===== src/rtl/common_pkg.sv =====
// Shared data-bus types used by the memory stage and the bus fabric.
// No logic, types only.
// No flow control of its own; the handshake is valid / data_ok.
package common;

  typedef enum logic [1:0] {
    MSIZE1 = 2'd0,
    MSIZE2 = 2'd1,
    MSIZE4 = 2'd2,
    MSIZE8 = 2'd3
  } msize_t;

  typedef logic [7:0] strobe_t;

  typedef struct packed {
    logic        valid;
    logic [63:0] addr;
    msize_t      size;
    strobe_t     strobe;
    logic [63:0] data;
  } dbus_req_t;

  typedef struct packed {
    logic        data_ok;
    logic [63:0] data;
  } dbus_resp_t;

endpackage


===== src/rtl/pipes_pkg.sv =====
// Pipeline-register types between execute, memory and writeback, plus
// small decode helpers for memory-class ops.
// Types only; MEM_MISALIGN_TRAP_EN adds a misalign flag to control_t.
package pipes;
  import common::*;

  typedef enum logic [3:0] {
    OP_ALU = 4'd0,
    OP_LB  = 4'd1,
    OP_LH  = 4'd2,
    OP_LW  = 4'd3,
    OP_LD  = 4'd4,
    OP_LBU = 4'd5,
    OP_LHU = 4'd6,
    OP_LWU = 4'd7,
    OP_SB  = 4'd8,
    OP_SH  = 4'd9,
    OP_SW  = 4'd10,
    OP_SD  = 4'd11
  } op_t;

  // How a load result is widened to 64 bits.
  typedef enum logic [2:0] {
    EXT_B  = 3'd0,
    EXT_H  = 3'd1,
    EXT_W  = 3'd2,
    EXT_D  = 3'd3,
    EXT_BU = 3'd4,
    EXT_HU = 3'd5,
    EXT_WU = 3'd6
  } ext_t;

  typedef struct packed {
    op_t  op;
    logic regwrite;
`ifdef MEM_MISALIGN_TRAP_EN
    logic misalign;
`endif
  } control_t;

  typedef struct packed {
    logic        valid;
    logic [63:0] pc;
    logic [31:0] instr;
    control_t    ctl;
    logic [4:0]  dst;
    logic [63:0] rd2;
    logic [63:0] result;
  } excute_data_t;

  typedef struct packed {
    logic        valid;
    logic [63:0] pc;
    logic [31:0] instr;
    control_t    ctl;
    logic [4:0]  dst;
    logic [63:0] result;
  } memory_data_t;

  function automatic logic is_load(op_t op);
    return (op >= OP_LB) && (op <= OP_LWU);
  endfunction

  function automatic logic is_store(op_t op);
    return (op >= OP_SB) && (op <= OP_SD);
  endfunction

  function automatic msize_t op_size(op_t op);
    case (op)
      OP_LB, OP_LBU, OP_SB: return MSIZE1;
      OP_LH, OP_LHU, OP_SH: return MSIZE2;
      OP_LW, OP_LWU, OP_SW: return MSIZE4;
      default:              return MSIZE8;
    endcase
  endfunction

  function automatic ext_t op_ext(op_t op);
    case (op)
      OP_LB:   return EXT_B;
      OP_LH:   return EXT_H;
      OP_LW:   return EXT_W;
      OP_LBU:  return EXT_BU;
      OP_LHU:  return EXT_HU;
      OP_LWU:  return EXT_WU;
      default: return EXT_D;
    endcase
  endfunction

  function automatic strobe_t size_mask(msize_t s);
    case (s)
      MSIZE1:  return 8'h01;
      MSIZE2:  return 8'h03;
      MSIZE4:  return 8'h0F;
      default: return 8'hFF;
    endcase
  endfunction

  function automatic logic is_aligned(msize_t s, logic [2:0] off);
    case (s)
      MSIZE1:  return 1'b1;
      MSIZE2:  return off[0] == 1'b0;
      MSIZE4:  return off[1:0] == 2'b00;
      default: return off == 3'b000;
    endcase
  endfunction

  // Copy the execute record into the writeback record, result unchanged.
  function automatic memory_data_t to_mem(excute_data_t e);
    memory_data_t m;
    m.valid  = e.valid;
    m.pc     = e.pc;
    m.instr  = e.instr;
    m.ctl    = e.ctl;
    m.dst    = e.dst;
    m.result = e.result;
    return m;
  endfunction

endpackage


===== src/rtl/mem_align.sv =====
// Byte-lane steering: store strobe/data shift and load shift/extension.
// Purely combinational, zero latency.
// No backpressure; outputs follow inputs.
// Ports: offset (addr[2:0]), size, store_in -> strobe/store_out;
//        ext, load_in -> load_out.
module mem_align
  import common::*;
  import pipes::*;
(
  input  logic [2:0]  offset,
  input  msize_t      size,
  input  logic [63:0] store_in,
  output strobe_t     strobe,
  output logic [63:0] store_out,
  input  ext_t        ext,
  input  logic [63:0] load_in,
  output logic [63:0] load_out
);

  logic [5:0]  bit_sh;
  logic [63:0] raw;

  assign bit_sh    = {offset, 3'b000};
  // Lanes shifted past byte 7 fall off the top; misaligned wraps are truncated.
  assign strobe    = size_mask(size) << offset;
  assign store_out = store_in << bit_sh;
  assign raw       = load_in >> bit_sh;

  always_comb begin
    load_out = raw;
    case (ext)
      EXT_B:   load_out = {{56{raw[7]}},  raw[7:0]};
      EXT_H:   load_out = {{48{raw[15]}}, raw[15:0]};
      EXT_W:   load_out = {{32{raw[31]}}, raw[31:0]};
      EXT_BU:  load_out = {56'd0, raw[7:0]};
      EXT_HU:  load_out = {48'd0, raw[15:0]};
      EXT_WU:  load_out = {32'd0, raw[31:0]};
      default: load_out = raw;
    endcase
  end

endmodule


===== src/rtl/memory.sv =====
// Memory pipeline stage: issues one load/store on the data bus, registers dataM.
// Latency: pass-through 1 cycle; memory op 1 + N cycles until data_ok (min 2).
// Backpressure: stopm holds execute while an access is being set up or awaited.
// Ports: clk, reset (async, high); dataE in; dreq/dresp data bus; dataM out; stopm.
// Build option: MEM_MISALIGN_TRAP_EN traps unaligned accesses instead of issuing.
module memory
  import common::*;
  import pipes::*;
(
  input  logic         clk,
  input  logic         reset,
  input  excute_data_t dataE,
  output dbus_req_t    dreq,
  input  dbus_resp_t   dresp,
  output memory_data_t dataM,
  output logic         stopm
);

  typedef enum logic {IDLE, BUSY} state_t;

  state_t state, next_state;

  logic [63:0]  lat_addr;
  msize_t       lat_size;
  strobe_t      lat_strobe;
  logic [63:0]  lat_wdata;
  ext_t         lat_ext;
  logic         lat_load;

  logic         mem_op;
  logic         capture;
  memory_data_t dataM_d;

  logic [2:0]   align_off;
  strobe_t      align_strobe;
  logic [63:0]  align_wdata;
  logic [63:0]  align_rdata;

`ifdef MEM_MISALIGN_TRAP_EN
  logic misalign;
  assign misalign = !is_aligned(op_size(dataE.ctl.op), dataE.result[2:0]);
`endif

  assign mem_op = dataE.valid && (is_load(dataE.ctl.op) || is_store(dataE.ctl.op));

  // Store lanes are computed from the incoming address while IDLE; load
  // extension uses the latched offset while BUSY. One aligner serves both.
  assign align_off = (state == BUSY) ? lat_addr[2:0] : dataE.result[2:0];

  mem_align u_align (
    .offset    (align_off),
    .size      (op_size(dataE.ctl.op)),
    .store_in  (dataE.rd2),
    .strobe    (align_strobe),
    .store_out (align_wdata),
    .ext       (lat_ext),
    .load_in   (dresp.data),
    .load_out  (align_rdata)
  );

  always_ff @(posedge clk or posedge reset) begin
    if (reset) state <= IDLE;
    else       state <= next_state;
  end

  always_comb begin
    next_state = state;
    stopm      = 1'b0;
    capture    = 1'b0;
    dataM_d    = '0;
    case (state)
      IDLE: begin
`ifdef MEM_MISALIGN_TRAP_EN
        if (mem_op && !misalign) begin
`else
        if (mem_op) begin
`endif
          next_state = BUSY;
          stopm      = 1'b1;
          capture    = 1'b1;
        end else begin
          dataM_d = to_mem(dataE);
`ifdef MEM_MISALIGN_TRAP_EN
          if (mem_op) dataM_d.ctl.misalign = 1'b1;
`endif
        end
      end
      BUSY: begin
        if (dresp.data_ok) begin
          next_state    = IDLE;
          dataM_d       = to_mem(dataE);
          dataM_d.valid = 1'b1;
          if (lat_load) dataM_d.result = align_rdata;
        end else begin
          stopm = 1'b1;
        end
      end
      default: next_state = IDLE;
    endcase
  end

  always_ff @(posedge clk or posedge reset) begin
    if (reset) begin
      lat_addr   <= '0;
      lat_size   <= MSIZE1;
      lat_strobe <= '0;
      lat_wdata  <= '0;
      lat_ext    <= EXT_B;
      lat_load   <= 1'b0;
      dataM      <= '0;
    end else begin
      dataM <= dataM_d;
      if (capture) begin
        lat_addr   <= dataE.result;
        lat_size   <= op_size(dataE.ctl.op);
        lat_ext    <= op_ext(dataE.ctl.op);
        lat_load   <= is_load(dataE.ctl.op);
        lat_strobe <= is_load(dataE.ctl.op) ? 8'h00 : align_strobe;
        lat_wdata  <= is_load(dataE.ctl.op) ? 64'd0 : align_wdata;
      end
    end
  end

  // Request is only visible while BUSY so idle fields read as zero.
  always_comb begin
    dreq = '0;
    if (state == BUSY) begin
      dreq.valid  = 1'b1;
      dreq.addr   = lat_addr;
      dreq.size   = lat_size;
      dreq.strobe = lat_strobe;
      dreq.data   = lat_wdata;
    end
  end

endmodule


===== config.mk =====
export PLATFORM = sky130hd
export DESIGN_NAME = memory
export DESIGN_NICKNAME = d
export VERILOG_FILES = /design/src/rtl/common_pkg.sv /design/src/rtl/pipes_pkg.sv /design/src/rtl/mem_align.sv /design/src/rtl/memory.sv
export SDC_FILE = /design/constraint.sdc
export NUM_CORES = 1
export LEC_CHECK = 0
export BUFFER_PORTS_ARGS = -buffer_cell sky130_fd_sc_hd__buf_2
export CORE_AREA = 2 2 238 240
export DETAILED_ROUTE_END_ITERATION = 12
export DIE_AREA = 0 0 240 242
export GPL_ROUTABILITY_DRIVEN = 0
export MAX_ROUTING_LAYER = met4
export PLACE_DENSITY = 0.58
export SLEW_MARGIN = 15
export SYNTH_ARGS = -nofsm -noshare
export SYNTH_HDL_FRONTEND = slang
export SYNTH_SLANG_ARGS = --single-unit
export TNS_END_PERCENT = 1

===== constraint.sdc =====
create_clock -name clk -period 9.2 [get_ports clk]
set_clock_uncertainty 0.15 [all_clocks]
set_input_delay 0.46 -clock clk [delete_from_list [all_inputs] [get_ports clk]]
set_output_delay 0.46 -clock clk [all_outputs]
set_load 0.01 [all_outputs]

==> results by stage, run 1 <==
Run status:
- The run finished with clean final reports.

STA:
- Setup repair after global routing left no endpoint under its margin.
- The number of max-slew violations in the final report is 0.
- The minimum setup slack in the final design is around 4.8 ns.
- Headroom to the max-slew limit came out at 0.273.
- The transition at the pin with the smallest max-transition slack is ~1.1 ns.
- The share of the clock period used by the worst path is 0.481.
- The final critical delay including setup and external delays is 4.42 ns.
- Based on the critical path, the design can be clocked at up to ~0.23 GHz.
- The number of setup violations in the final report is 0.
- Setup total negative slack on the finished layout was measured at 0 ns.
- The hold violation count in the final report is 0.

Worst setup path:
- The critical path endpoint category is a flop.
- STA classifies the critical path startpoint as a flop.
- The maximum fanout encountered on the critical timing path is 90.
- The critical path is of the reg -> reg type.
- For the worst setup path, the data required time is roughly 9.5 ns.
- For the worst setup path, the data arrival time is 4.71 ns.

Cells and area:
- Counting the fill cells in the layout gives 5501.
- For this run, the post-layout net count is ~2400.
- With fillers left out, the area of the finished cells amounts to around 22000 µm².
- The fraction of layout cells with a size suffix above 1 is 0.381.
- The multi-input combinational cells in the finished layout cover a total of between 6000 and 7000 µm².
- Relative to the synthesized area, the layout overhead comes to 43.6%.
- Registers take ~8000 µm².
- The utilization of the core after routing is 0.390.

Routing:
- In this run the remaining antenna-violating nets after routing total 0.
- For this block, the via count after detailed routing is around 14000.
- In the routed layout, each cell is associated on average with a via count of around 4.8.
- The average wire per cell in the routed design is about 22 µm.
- After detailed routing, the number of remaining DRC violations is 0.
- The final routed wirelength across all metal layers is roughly 64000 µm.
- The DRC violation total after the first TritonRoute iteration is ~860.
- The first detailed-routing pass took 5 iterations.

Logic synthesis:
- The share of synthesized flip-flops with an asynchronous set or reset is 1.00.
- The number of nets in the synthesized netlist is 1730.
- By area the synthesized netlist is led by dfrtp_1 (52%), and2_1 (10%), mux2_2 (5.6%).
- The synthesized netlist cell count is approximately 1400.
- The cell area after technology mapping is around 15000 µm².
- The sequential area share after synthesis is 0.519.
- The proportion of netlist area held by the largest area contributor is 0.519.
- The number of synthesized register bits is around 310.
- The Yosys warning count is 0.
- The average instance in the mapped netlist occupies 10.6 µm².
- Among all flip-flop cells after synthesis, the most frequent one is dfrtp_1.
- Counting flops with a built-in enable in the synthesized netlist gives 0.
- The number of library cell types mapped by synthesis is 45.
- The largest area contributor in the synthesized netlist is dfrtp_1.

Power:
- The switching power of the nets is between 1.5 and 2 mW.
- The leakage power is approximately 11 nW.
- Of the total power, registers draw 0.370.
- The share of total power dissipated in the clock network is 0.341.
- The combinational cell fraction of total power is 0.289.
- VDD sags by at most approximately 130 µV.
- Of the total power, the share spent switching nets is 0.333.
- The internal power is between 3 and 4 mW.
- The power density normalized to cell area is approximately 210 nW/µm².

Floorplanning:
- From left edge to right edge, the die measures 240 µm.
- The placeable core region is 55700 µm².
- The initial utilization of the core area, before any placement, comes to 0.272.
- The floorplan step defined a die boundary enclosing slightly below 60000 µm².
- The vertical die dimension is about 240 µm.
- The standard-cell row count is 87.
- The number of top-level design ports is around 610.

Global route:
- Across every metal layer, demand over resource in global routing totals 0.220.
- The met1 track demand over resource is 0.244.
- For this run, global-route usage on met2 was measured as 0.371.
- The pin count of the biggest net entering global routing is roughly 150.
- The peak-usage layer in the global routing report is met2.
- The number of antenna violations at the first check in global routing is 14.
- The leftover overflow at the end of global routing is 0.
- The first global-routing pass estimated between 90000 and 100000 µm of wire.
- For this run, global-route usage on met3 was measured as 0.0488.
- The via count of the first global-routing pass is 14600.

Clock network:
- The clock reaches the later pin of the worst-skew pair after ~0.56 ns.
- Post-CTS timing repair inserted 0 buffers for setup.
- TritonCTS built the clock tree.
- After clock tree synthesis, the flow added hold-fix buffers numbering ~140.
- The clock slew seen by the registers of the worst setup and hold paths is 0.06 ns.
- The clock drives around 310 sinks.
- The tree is rooted in a clkbuf_16.
- The number of gates resized after CTS was 0.
- In this run, CTS created clock tree buffers numbering 39.
- CTS built an H-tree with a depth of 2.
- Counting along the longest clock path gives a buffer depth of 3.

Placed design:
- The area after detailed placement is 19000 µm².
- The number of buffers added on ports is 612.
- The minimum setup slack after placement is between 4 and 5 ns.
- The half-perimeter wire length after placement is 47400 µm.

Job:
- The max-cap check violation count is 0.

Min path:
- The min-delay analysis places its worst path in the category in -> reg.
==> stage by stage <==
stage	hold slack (ns)	cells	power (mW)
after floorplan	0.286	1424	2.49
after CTS	0.00201	2916	4.72
after detailed placement	0.317	2705	3.05
after global placement	0.304	2704	3.03
final	0.0449	2930	4.66
after global routing	0.0187	2927	4.89
==> sequential cells by signal, indices dropped and copies added (netlist names) <==
name,count
dataM,171
lat_addr,64
lat_ext,3
lat_load,1
lat_size,2
lat_strobe,8
lat_wdata,64
state,1
==> cells in the final DEF (no fill, tap or decap), types with 12 or more instances in the layout <==
master | netlist | routed
buf_2 | 16 | 612
dfrtp_1 | 314 | 313
and2_1 | 247 | 246
nand2_1 | 220 | 220
dlygate4sd3_1 | 0 | 141
o21ai_0 | 76 | 76
mux2_2 | 75 | 75
mux2i_1 | 61 | 60
a22oi_1 | 54 | 54
nand3_1 | 54 | 53
nor2_1 | 40 | 40
clkbuf_16 | 0 | 39
mux4_2 | 35 | 35
a31oi_1 | 25 | 25
a22o_1 | 24 | 24
buf_4 | 1 | 19
a21oi_1 | 19 | 18
diode_2 | 0 | 14
and3_1 | 12 | 12
==> cell usage after synthesis (2+ instances only) <==
| master | n |
|---|---|
| clkbuf_1 | 85 |
| o211ai_1 | 2 |
| ha_1 | 4 |
| nand2b_1 | 2 |
| buf_2 | 16 |
| nor2b_1 | 2 |
| a21o_1 | 3 |
| dfrtp_1 | 314 |
| mux4_2 | 35 |
| mux2i_1 | 61 |
| a21oi_1 | 19 |
| inv_1 | 8 |
| mux2_2 | 75 |
| a22oi_1 | 54 |
| nor3b_1 | 2 |
| nor2_1 | 40 |
| and3_1 | 12 |
| nand3_1 | 54 |
| and2_1 | 247 |
| a22o_1 | 24 |
| a32oi_1 | 9 |
| nor3_1 | 9 |
| o21ai_0 | 76 |
| a32o_1 | 3 |
| a31oi_1 | 25 |
| buf_1 | 4 |
| buf_6 | 2 |
| nand2_1 | 220 |
==> worst paths after layout <==
path	start	endpoint	slack, ns	cells past startpoint
hold / removal	dresp[57]	dataM[25]$_DFF_PP0_	0.04	3
setup / recovery	state$_DFF_PP0_	dataM[48]$_DFF_PP0_	4.78	8
setup reg to reg	state$_DFF_PP0_	dataM[48]$_DFF_PP0_	4.78	8
max in group asynchronous	reset	lat_addr[60]$_DFFE_PP0P_	6.23	5
hold reg to reg	lat_wdata[55]$_DFFE_PP0P_	lat_wdata[55]$_DFFE_PP0P_	0.33	2
min in group asynchronous	reset	dataM[104]$_DFF_PP0_	0.43	3
==> cell type report <==
type | instances | share of cell area
clock inverters | 24 | 0.0136
clock buffers | 46 | 0.0475
repair buffers | 774 | 0.214
diodes | 14 | 0.00161
multi-input cells | 994 | 0.316
flip-flops and latches | 314 | 0.362
inverters | 8 | 0.00155
well taps | 756 | 0.0435
==> critical path, stage by stage, from the launching register on <==
cell     delay (ns)
dfrtp_4        0.81
mux2i_4        0.31
buf_4          0.82
mux4_2         0.64
mux2i_1        0.24
nor3_1         0.11
o31ai_4        0.66
buf_4          0.38
nand2_1        0.11
==> metal layers <==
layer | share of wire | wire length [µm]
met4 | 0.052 | 3370
met3 | 0.076 | 4890
met1 | 0.37 | 24000
met2 | 0.50 | 32300
met5 | 0 | 0
==> power by group through the flow <==
stage	clock network (mW)	registers, mW	logic, mW
2_1_floorplan	0	1.75	0.738
3_3_place_gp	0	1.74	1.29
3_5_place_dp	0	1.75	1.31
4_1_cts	1.64	1.72	1.36
5_1_grt	1.69	1.75	1.46
6_report	1.59	1.72	1.35
==> kinds of logic (layout without fill, tap and decap cells) <==
kind of cell | after synthesis | count (layout) | share of synthesized area
AND/OR/NAND/NOR | 593 | 593 | 0.198
flip-flops | 314 | 314 | 0.519
AO/OA/AOI/OAI | 224 | 224 | 0.0978
multiplexers | 173 | 173 | 0.151
buffers and inverters | 116 | 852 | 0.0313
adder cells (fa/ha/maj) | 4 | 4 | 0.00331
other | 0 | 14 | 0
Note: power is estimated with default switching activity, not from simulation.
==> inputs of run 2 (changes only) <==
clock period = 3.75 ns   (was 9.2 ns; I/O delays follow)
==> results by stage, run 2 (synthesized netlist as in run 1, its figures left out) <==
Placed design:
- During placement, the flow inserted port buffers numbering about 610.
- Detailed placement finished with a half-perimeter wire length of roughly 50000 µm.
- The area after detailed placement is between 15000 and 20000 µm².

Cells and area:
- In the layout the commonest cells are buf_2 (612), dfrtp_1 (313), dlygate4sd3_1 (275).
- The largest registers in the layout are dataM: 171 flops, lat_addr: 64 flops, lat_wdata: 64 flops.
- The register name with the most flops is dataM.
- The multi-input combinational cells in the finished layout cover a total of approximately 6900 µm².
- The final-layout fill cell count is between 5000 and 6000.
- The commonest non-fill, non-tap cell in the layout is buf_2.
- The final net count is 2584.
- Measured on the finished design, the core utilization comes to 0.417.
- Across the whole layout, storage elements account for 7860 µm².
- The register with the most flip-flops in the layout has 171 of them.
- The growth of design area from synthesis to finish is 53.5%.
- Once layout is done, the placed cells without fillers occupy around 23000 µm².
- The fraction of layout cells with a size suffix above 1 is 0.361.

Global route:
- The overall global routing resource usage is 0.234.
- The global-route wire length before repair is slightly below 100000 µm.
- The number of antenna violations at the first check in global routing was 17.
- The leftover overflow at the end of global routing is 0.
- The via count of the first global-routing pass is about 16000.
- The pin count of the biggest net entering global routing is between 100 and 150.

Routing:
- The residual antenna-violating net count after detailed routing is 0.
- The pre-antenna-repair detailed-routing pass consisted of 5 iterations.
- The average wire per cell in the routed design is between 20 and 25 µm.
- For this run, design rule violations remaining after detail routing come to 0.
- The routed design has between 60000 and 70000 µm of wire.
- The first routing iteration left 1007 violations.
- The vias after detailed routing is about 15000.
- The detailed-route vias per instance is around 4.9.

Power:
- Power spread over the standard cell area amounts to about 510 nW/µm².
- IR analysis of the VDD net gives a maximum drop of between 200 and 300 µV.
- The leakage power is 11.5 nW.

Min path:
- The worst hold path begins at dresp[20].
- The worst hold path depth is 4.
- The endpoint of the worst hold path is dataM[20]$_DFF_PP0_.
- The path category of the worst min-delay check is in -> reg.

STA:
- The worst pin sits at a relative slew slack of 0.445.
- The number of max-slew violations in the final report is 0.
- The transition at the pin with the smallest max-transition slack is 0.832 ns.
- The hold violation count in the final report is 0.
- Setup repair after global routing left no endpoint under its margin.
- The maximum clock rate is between 0.2 and 0.3 GHz.
- The number of setup violations in the final report is 0.
- The setup TNS is 0 ns.
- Subtracting the final worst setup slack from the clock period gives 3.51 ns.
- The share of the clock period used by the worst path is 0.935.

Clock network:
- The clock reaches the later pin of the worst-skew pair after around 0.56 ns.
- The clock passes through at most 3 buffers.
- The count of H-tree levels built during CTS is 2.
- Buffers inserted during clock tree synthesis total 39.
- TritonCTS built the clock tree.
- After clock tree synthesis, the clock-pin slew on the worst setup and hold paths is approximately 0.060 ns.
- Clock tree synthesis selected as its root buffer the cell clkbuf_16.
- The tree built by TritonCTS fans out to approximately 310 sinks.

Floorplanning:
- For this configuration, the core starts out at a cell density of 0.272.
- In this run the vertical extent of the chip is 242 µm.
- After floorplanning, the core was divided into between 80 and 90 placement rows.
- The die covers about 58000 µm².
- The placeable core region is 55700 µm².
- From left edge to right edge, the die measures ~240 µm.
- Pin placement for this block handled between 600 and 700 I/O pins.

Worst setup path:
- The worst setup path is launched from a flop.
- The capturing point of the worst reg2reg path is lat_wdata[36]$_DFFE_PP0P_.
- The required time at the endpoint of the critical path is roughly 4.0 ns.
- The worst register-to-register path begins at state$_DFF_PP0_.
- The data arrival time of the critical path is between 3 and 4 ns.
- By startpoint and endpoint, the worst setup path is classified as reg -> reg.
- The worst-case reg-to-reg path depth is 8.
- In this run the register-to-register setup slack is 0.24 ns.
- Along the worst path, the maximum fanout reaches 51.
- The worst setup path is captured at a flop.

Run status:
- The flow ran to the end, and the final reports show no timing, DRC or antenna violations.

Job:
- The max-cap check violation count is 0.
[run 2: metal layers]
layer	GRT usage	up-vias	share of wire	routed length [µm]
li1	-	6665	-	-
met1	0.254	7434	0.37	25200
met2	0.405	717	0.51	34700
met3	0.0529	171	0.073	4990
met4	0.108	0	0.046	3160
met5	-	-	0	0
[run 2: stage by stage]
stage,cells,power [mW],worst slack (ns),hold WS [ns]
floorplan,1424,6.10,-0.770,0.154
global placement,2718,7.47,0.602,0.133
detailed placement,2718,7.52,0.550,0.142
CTS,3059,11.9,0.246,0.00136
global route,3074,12.3,0.0405,0.0206
finish,3074,11.7,0.244,0.0299
[run 2: cell type report]
class                   count  share of cell area
flip-flops and latches    314               0.338
multi-input cells         994               0.296
repair buffers            921               0.265
clock buffers              48              0.0461
well taps                 756              0.0407
clock inverters            18              0.0109
diodes                     15             0.00162
inverters                   8             0.00145
[run 2: repair_timing]
item	4_1_cts	5_1_grt
endpoints found under the hold margin	305	0
setup buffers	0	0
endpoints found under the setup margin	0	1
resized for setup	0	1
hold buffers	275	0
[run 2: worst max-delay path by stage]
| stage | start | depth (start not counted) | slack, ns | end |
|---|---|---|---|---|
| floorplan | reset | 1 | -0.77 | dataM[0]$_DFF_PP0_ |
| global placement | state$_DFF_PP0_ | 7 | 0.60 | lat_wdata[10]$_DFFE_PP0P_ |
| detailed placement | state$_DFF_PP0_ | 7 | 0.55 | lat_wdata[10]$_DFFE_PP0P_ |
| CTS | state$_DFF_PP0_ | 8 | 0.25 | lat_wdata[37]$_DFFE_PP0P_ |
| global route | state$_DFF_PP0_ | 8 | 0.04 | lat_wdata[36]$_DFFE_PP0P_ |
| finish | state$_DFF_PP0_ | 8 | 0.24 | lat_wdata[36]$_DFFE_PP0P_ |
[run 2: power by group]
| group | leakage, nW | total (mW) | internal, mW | switching (mW) |
|---|---|---|---|---|
| Combinational | 6.93 | 3.57 | 1.61 | 1.96 |
| Clock | 0.634 | 3.94 | 2.38 | 1.56 |
| Sequential | 3.97 | 4.22 | 3.94 | 0.288 |
[run 2: worst max-delay path, cell delays in order, from the launching register on]
cell           delay, ns
dfrtp_4             0.53
buf_4               0.46
inv_1               0.17
a21oi_4             0.49
buf_4               0.41
nor2_1              0.25
a32oi_1             0.20
dlygate4sd3_1       0.58
o21ai_0             0.09
